<file path="config.mk">
export PLATFORM = sky130hd
export DESIGN_NAME = gcd_ctrl
export DESIGN_NICKNAME = d
export VERILOG_FILES = /design/src/rtl/gcd_pkg.sv /design/src/rtl/gcd_timeout.sv /design/src/rtl/gcd_ctrl.sv
export SDC_FILE = /design/constraint.sdc
export NUM_CORES = 1
export LEC_CHECK = 0
export CAP_MARGIN = 20
export CELL_PAD_IN_SITES_DETAIL_PLACEMENT = 1
export CELL_PAD_IN_SITES_GLOBAL_PLACEMENT = 1
export CORE_ASPECT_RATIO = 2
export CORE_UTILIZATION = 28
export DETAILED_ROUTE_END_ITERATION = 7
export GPL_ROUTABILITY_DRIVEN = 0
export PLACE_DENSITY_LB_ADDON = 0.1
export SKIP_CTS_REPAIR_TIMING = 1
export SYNTH_ARGS = -nofsm -noshare
export SYNTH_HDL_FRONTEND = slang
export SYNTH_SLANG_ARGS = --single-unit
</file>
<file path="constraint.sdc">
create_clock -name clk -period 1.75 [get_ports clk]
set_clock_uncertainty 0.1 [all_clocks]
set_input_delay 0.35 -clock clk [delete_from_list [all_inputs] [get_ports clk]]
set_output_delay 0.35 -clock clk [all_outputs]
set_load 0.05 [all_outputs]
</file>
<file path="src/rtl/gcd_pkg.sv">
// Shared types and defaults for the Euclidean GCD controller.
package gcd_pkg;

  typedef enum logic [2:0] {
    S_IDLE,
    S_CHECK,
    S_WAIT,
    S_GAP,
    S_DONE
  } gcd_state_e;

  localparam int GCD_W       = 31;
  localparam int GCD_ITER_W  = 6;
  localparam int GCD_TIMEOUT = 4096;

  // Engine ports are 32 bits wide; operands never exceed 31 bits.
  function automatic logic [31:0] widen32(input logic [30:0] v);
    return {1'b0, v};
  endfunction

endpackage

</file>
<file path="src/rtl/gcd_timeout.sv">
// Per-call watchdog: counts enabled cycles since the last clear, flags expiry.
module gcd_timeout #(
  parameter int TIMEOUT = 4096
) (
  input  logic clk,
  input  logic reset,
  input  logic clr,
  input  logic en,
  output logic expire
);

  localparam int CW = $clog2(TIMEOUT + 1);

  logic [CW-1:0] cnt;

  always_ff @(posedge clk) begin
    if (reset || clr) cnt <= '0;
    else if (en)      cnt <= cnt + CW'(1);
  end

  // Fires on the last allowed cycle so the caller sees exactly TIMEOUT enabled cycles.
  assign expire = en && (cnt == CW'(TIMEOUT - 1));

endmodule

</file>
<file path="src/rtl/gcd_ctrl.sv">
// Euclidean GCD controller driving an external run/ready modulo engine.
// Optional per-call watchdog enabled by defining GCD_TIMEOUT_EN.
module gcd_ctrl
  import gcd_pkg::*;
#(
  parameter int W       = GCD_W,
  parameter int ITER_W  = GCD_ITER_W,
  parameter int TIMEOUT = GCD_TIMEOUT
) (
  input  logic              clk,
  input  logic              reset,
  input  logic              in_valid,
  output logic              in_ready,
  input  logic [W-1:0]      in_a,
  input  logic [W-1:0]      in_b,
  output logic              out_valid,
  input  logic              out_ready,
  output logic [W-1:0]      out_gcd,
  output logic [ITER_W-1:0] out_iter,
  output logic              out_err,
  output logic              mod_run,
  output logic [31:0]       mod_a,
  output logic [31:0]       mod_b,
  input  logic [31:0]       mod_result,
  input  logic              mod_ready
);

  if (W > 31 || W < 1 || TIMEOUT < 1) begin : g_bad_param
    $error("gcd_ctrl: W must be 1..31 and TIMEOUT >= 1");
  end

  gcd_state_e state, state_nx;

  logic [W-1:0]      a, b, gcd_q;
  logic [ITER_W-1:0] iter;
  logic              tmo;

  // Remainder is always < divisor < 2^W, so the upper engine bits carry nothing.
  logic unused_mod;
  assign unused_mod = ^mod_result[31:W];

`ifdef GCD_TIMEOUT_EN
  logic err_q;

  gcd_timeout #(.TIMEOUT(TIMEOUT)) u_timeout (
    .clk    (clk),
    .reset  (reset),
    .clr    (state != S_WAIT),
    .en     (state == S_WAIT),
    .expire (tmo)
  );

  always_ff @(posedge clk) begin
    if (reset)                                      err_q <= 1'b0;
    else if (state == S_IDLE && in_valid)           err_q <= 1'b0;
    else if (state == S_WAIT && !mod_ready && tmo)  err_q <= 1'b1;
  end

  assign out_err = err_q;
`else
  assign tmo     = 1'b0;
  assign out_err = 1'b0;
`endif

  always_ff @(posedge clk) begin
    if (reset) begin
      state <= S_IDLE;
      a     <= '0;
      b     <= '0;
      gcd_q <= '0;
      iter  <= '0;
    end else begin
      state <= state_nx;
      unique case (state)
        S_IDLE: if (in_valid) begin
          a    <= in_a;
          b    <= in_b;
          iter <= '0;
        end
        S_CHECK: if (b == '0) gcd_q <= a;
        S_WAIT: begin
          if (mod_ready) begin
            a    <= b;
            b    <= mod_result[W-1:0];
            iter <= iter + ITER_W'(1);
          end else if (tmo) begin
            gcd_q <= '0;
          end
        end
        default: ;
      endcase
    end
  end

  always_comb begin
    state_nx = state;
    unique case (state)
      S_IDLE:  if (in_valid) state_nx = S_CHECK;
      S_CHECK: state_nx = (b == '0) ? S_DONE : S_WAIT;
      S_WAIT: begin
        if (mod_ready) state_nx = S_GAP;
        else if (tmo)  state_nx = S_DONE;
      end
      S_GAP:   state_nx = S_CHECK;
      S_DONE:  if (out_ready) state_nx = S_IDLE;
      default: state_nx = S_IDLE;
    endcase
  end

  assign in_ready  = (state == S_IDLE);
  assign out_valid = (state == S_DONE);
  assign mod_run   = (state == S_WAIT);
  assign out_gcd   = gcd_q;
  assign out_iter  = iter;
  assign mod_a     = widen32(31'(a));
  assign mod_b     = widen32(31'(b));

endmodule
</file>
# ---- After elaboration in Yosys (flattened, before gate mapping)
# Index checks and enable logic that the tools add are counted.
dict set report totals {
  regBits 102
  latch_bits 0
  ramBits 0
  rom_bits 0
  in_bits 99
  memories 0
}
dict set report op_classes {
  add_sub_neg 1
  mul 0
  n_div 0
  n_lt_le_gt_ge 0
  eq_ne 7
  shifts 0
  mux 14
  bitwise_logic 0
  n_reduce_logical 6
}
# op n
set op_table {}
lappend op_table {{31-bit two-way mux} 4}
lappend op_table {{31-bit one-hot mux with 2 select lines} 2}
lappend op_table {{31-bit zero test} 1}
lappend op_table {{3-bit one-hot mux with 5 select lines} 1}
lappend op_table {{3-bit two-way mux} 4}
lappend op_table {{6-bit two-way mux} 2}
lappend op_table {{6-bit one-hot mux with 2 select lines} 1}
lappend op_table {{6-bit by 1-bit adder with 6-bit output (second input constant)} 1}
lappend op_table {{3-bit by 2-bit == test with 1-bit output (second input constant)} 2}
lappend op_table {{3-bit AND reduction} 2}
lappend op_table {{2-bit by 1-bit inequality test with 1-bit output (second input constant)} 2}
lappend op_table {{3-bit by 1-bit == test with 1-bit output (second input constant)} 1}
lappend op_table {{3-bit == test (second input constant)} 1}
lappend op_table {{3-bit zero test} 1}
lappend op_table {{2-bit inequality test (second input constant)} 1}
lappend op_table {{2-bit AND reduction} 1}
lappend op_table {{2-bit nonzero test} 1}

# ---- Depth between registers and ports, before layout
# Gate-level depths: netlist of the first run.
dict set report depth {
  depth_word 3
  ltp_mapped 6
}

# ---- Worst setup path before layout of the first run
# OpenSTA, ideal clock, no wires.
dict set report synth_timing {
  kind {register to register}
  startpoint {register state[1]}
  endpoint {register state[2]}
  setup_time_ns 0.119
  arrival_time_ns 1.808
  t_required_ns 1.531
  path_slack_ns -0.277
  path_stages_with_launch 4
  path_buffers 0
  synth_period_minus_slack_ns 2.027
  cell_sequence {dfxtp_1 > nor3_1 > a21oi_1 > o221a_2}
}
dict set report synth_via {
  elab_chain_len 3
}
# element line_no
set synth_rtl {}
lappend synth_rtl {{start, declared} gcd_ctrl.sv:32} ;# gcd_state_e state, state_nx;
lappend synth_rtl {{start signal, assigned} gcd_ctrl.sv:73} ;# state <= state_nx;
lappend synth_rtl {{3-bit zero test (*)} --}
lappend synth_rtl {{named net in_ready} gcd_ctrl.sv:13} ;# output logic in_ready,
lappend synth_rtl {{2-bit inequality test (no source line)} --}
lappend synth_rtl {{3-bit AND reduction (no source line)} --}
# The timed path passes the listed nets; every way through them passes the cells marked *.
# A chain may end at the register's enable or synchronous reset.

# ---- Worst setup path in the final report of the first run
dict set report layout_timing {
  startpoint {register b[14]}
  endpoint {register state[2]}
}
dict set report layout_via {
  elab_chain_len 3
}
# element line_no
set layout_rtl {}
lappend layout_rtl {{start, declared} gcd_ctrl.sv:34} ;# logic [W-1:0] a, b, gcd_q;
lappend layout_rtl {{start signal, assigned} gcd_ctrl.sv:77} ;# b <= in_b;
lappend layout_rtl {{start signal, assigned} gcd_ctrl.sv:84} ;# b <= mod_result[W-1:0];
lappend layout_rtl {{31-bit zero test} gcd_ctrl.sv:99} ;# S_CHECK: state_nx = (b == '0) ? S_DONE : S_WAIT;
lappend layout_rtl {{3-bit two-way mux} gcd_ctrl.sv:99}
lappend layout_rtl {{3-bit one-hot mux with 5 select lines} gcd_ctrl.sv:97} ;# unique case (state)
# No other way between the ends.

==> results of run 1 <==
[worst max-delay path, stage by stage, from the launching register on]
cell and delay [ns]:
dfxtp_4 0.36, nor4_4 0.30, nand4_1 0.24, nor3b_4 0.27, buf_12 0.17, buf_4 0.11
buf_4 0.10, o221a_4 0.16
[power by group through the flow]
| stage | clock, mW | sequential, mW | combinational [mW] |
|---|---|---|---|
| 6_report | 2.01 | 3.60 | 8.86 |
| 3_3_place_gp | 0 | 3.54 | 8.07 |
| 4_1_cts | 2.07 | 3.52 | 8.25 |
| 5_1_grt | 2.15 | 3.68 | 9.40 |
| 3_5_place_dp | 0 | 3.57 | 8.23 |
| 2_1_floorplan | 0 | 5.58 | 2.84 |
[cells by family after synthesis]
logic type	after synthesis
AND/OR/NAND/NOR	280
adder cells (fa/ha/maj)	1
AO/OA/AOI/OAI	70
XOR/XNOR	5
other	1
multiplexers	33
flip-flops	102
buffers and inverters	50
[per-stage QoR]
step	total power [mW]	instances	util [%]	cell area, um2
global placement	11.60	962	44.14	7401
CTS	13.83	978	45.89	7694
floorplan	8.414	544	-	4883
finish	14.48	996	48.20	8082
detailed placement	11.80	962	44.14	7401
global route	15.23	996	48.20	8082
[final cells by class]
cell class	instances	area (um2)	share of cell area [%]
timing repair buffer	273	2793	34.56
multi-input combinational	394	2625	32.48
sequential	102	2096	25.93
tap	207	259.0	3.205
clock buffer	11	254.0	3.143
clock inverter	5	38.79	0.4800
inverter	3	13.76	0.1703
antenna	1	2.502	0.03096
[synthesized netlist by cell type (all sizes together)]
| cell type | number | share of area, % |
|---|---|---|
| o22a | 1 | 0.18 |
| nor3 | 2 | 0.21 |
| nor3b | 2 | 0.54 |
| buf | 29 | 4.5 |
| mux2 | 1 | 0.31 |
| a311oi | 62 | 15 |
| a21oi | 1 | 0.10 |
| nand2b | 63 | 8.2 |
| mux2i | 32 | 6.6 |
| nor2 | 71 | 5.5 |
| o221a | 1 | 0.23 |
| xnor2 | 1 | 0.18 |
| ha | 1 | 0.26 |
| dfxtp | 102 | 42 |
| and3 | 1 | 0.13 |
| and2 | 3 | 0.39 |
| o21a | 1 | 0.16 |
| a21o | 1 | 0.16 |
| o21ai | 1 | 0.10 |
| nor4 | 7 | 1.4 |
| xor2 | 4 | 0.73 |
| nand4 | 4 | 0.52 |
| nand3 | 2 | 0.21 |
| clkbuf | 18 | 1.4 |
| a2111oi | 1 | 0.18 |
| nand2 | 125 | 9.7 |
| conb | 1 | 0.078 |
| inv | 3 | 0.23 |
| a221oi | 1 | 0.18 |
[layer usage]
| metal | global-route usage, % | up-vias | share of wire, % |
|---|---|---|---|
| met2 | 36.36 | 130 | 56 |
| met4 | 6.935 | 0 | 1.9 |
| met3 | 2.676 | 17 | 3.4 |
| met5 | 0 | - | 0 |
| met1 | 22.24 | 2284 | 39 |
| li1 | - | 2336 | - |
[state kept, by name, indices dropped and copies added (netlist names)]
name      count
a            31
b            31
out_gcd      31
out_iter      6
state         3
[final timing paths]
check	end	slack (ns)
setup / recovery	state[2]$_SDFFE_PP0P_	-0.11
hold reg to reg	out_gcd[0]$_SDFFE_PP0P_	0.38
setup reg to reg	state[2]$_SDFFE_PP0P_	-0.11
hold / removal	b[2]$_SDFFE_PP0P_	0.34
==> reports/summary.txt, run 1 <==
outcome - complete, but fails checks
failing checks - setup timing
FMAX - 0.5373 GHz
final clock period utilization by the worst path - 106.4%
yosys synthesis warning count - 0
Synth Area in Compound Gates - 16.45%
Final min period - 1.861 ns
Antenna Nets Post-Route - 0
TritonCTS clock tree - yes
final setup margin - -0.1112 ns
register share of total power - 24.9%
#FFs+latches synth - 102
initial core utilization - 28.77%
GR Overflow Total - 0
clk sinks - 102
Reg2Reg Depth - 7
hold crit path type - primary input to flop
Arrival @ worst endpoint - 2.05 ns
clock buffer count from CTS - 9
crit path from - b[14]$_SDFFE_PP0P_
VDD IR max - 0.001053 V
Switching Share - 46.55%
clock insertion delay at the later pin of the skew report - 0.34 ns
Min Hold Slack - 0.3353 ns
htree depth - 3
Post-Synth XOR/XNOR Area - 0.9079%
CTS Buffer Depth - 2
CP Max Fanout - 6
first-pass GRT wire length - 26.81 mm
CP required - 1.94 ns
largest net degree at the start of global routing - 66
vias in the first global route - 5061
LEAKAGE - 3.221 nW
Pwr per Cell Area - 1791 nW/um2
# port buffers - 199
wire per inst - 18.50 um
average cell area after synthesis - 8.899 um2
worst slack, placed - -0.3832 ns
drt pass-1 iters - 4
share of post-route cells with drive strength above 1 - 34.64%
core box area - 16770 um2
critical path class - flop to flop
Comb power frac - 61.2%
mux cell area share after synthesis - 6.952%
Vias - 4767
largest family of logic cells by synthesized area - simple AND/OR/NAND/NOR gates
Worst Setup End Kind - flop
P&R area growth vs syn - 67.55%
row count - 67
Seq/Total Area, Yosys - 42.33%
distinct cell type count after synthesis - 36
die outline area - 17790 um2
setup TNS - -2.730 ns
Post-Synth Simple-Gate Area - 26.85%
Die Ht - 187.6 um
reg2reg start - b[14]$_SDFFE_PP0P_
Post-Syn Area - 4823 um2
Fin. Hold Viols - 0
# fillers - 1973
maxcap violations - 0
DRC - 0
Starting DRT DRC Count - 174
Worst setup SP type - flop
cell count of the worst hold path - 2
vias per cell - 4.786
NumNets Final - 883
hpwl dp - 13.36 mm
Boundary Pins - 204
RSZ-0062 raised after global routing - true
initial antenna violation count - 1
Clk network pwr share - 13.9%
final WL - 18.42 mm
Reg clk slew, reported paths - 0.07 ns
Max Transition Viols Final - 0
Adder-Cell Fraction of Synth Area - 0.2594%
switching power total - 6.738 mW
Hold Startpoint - reset
Horiz. Die Dim - 94.81 um
root cell of the clock tree - clkbuf_16
commonest non-fill, non-tap cells in the layout - buf_4 (137), nand2_1 (124), clkdlybuf4s50_1 (96)
Cells after Synth - 542
Tot GR Track Use - 19.68%
setup violators final - 35
internal power - 7.738 mW
commonest non-fill, non-tap cell in the layout - buf_4
Note: power is estimated with default switching activity, not from simulation.
==> run 2: changes to the inputs <==
Settings changed: SLEW_MARGIN set to 0.
==> results of run 2 <==
Final layout, timing and power as in run 1 (identical DEF).
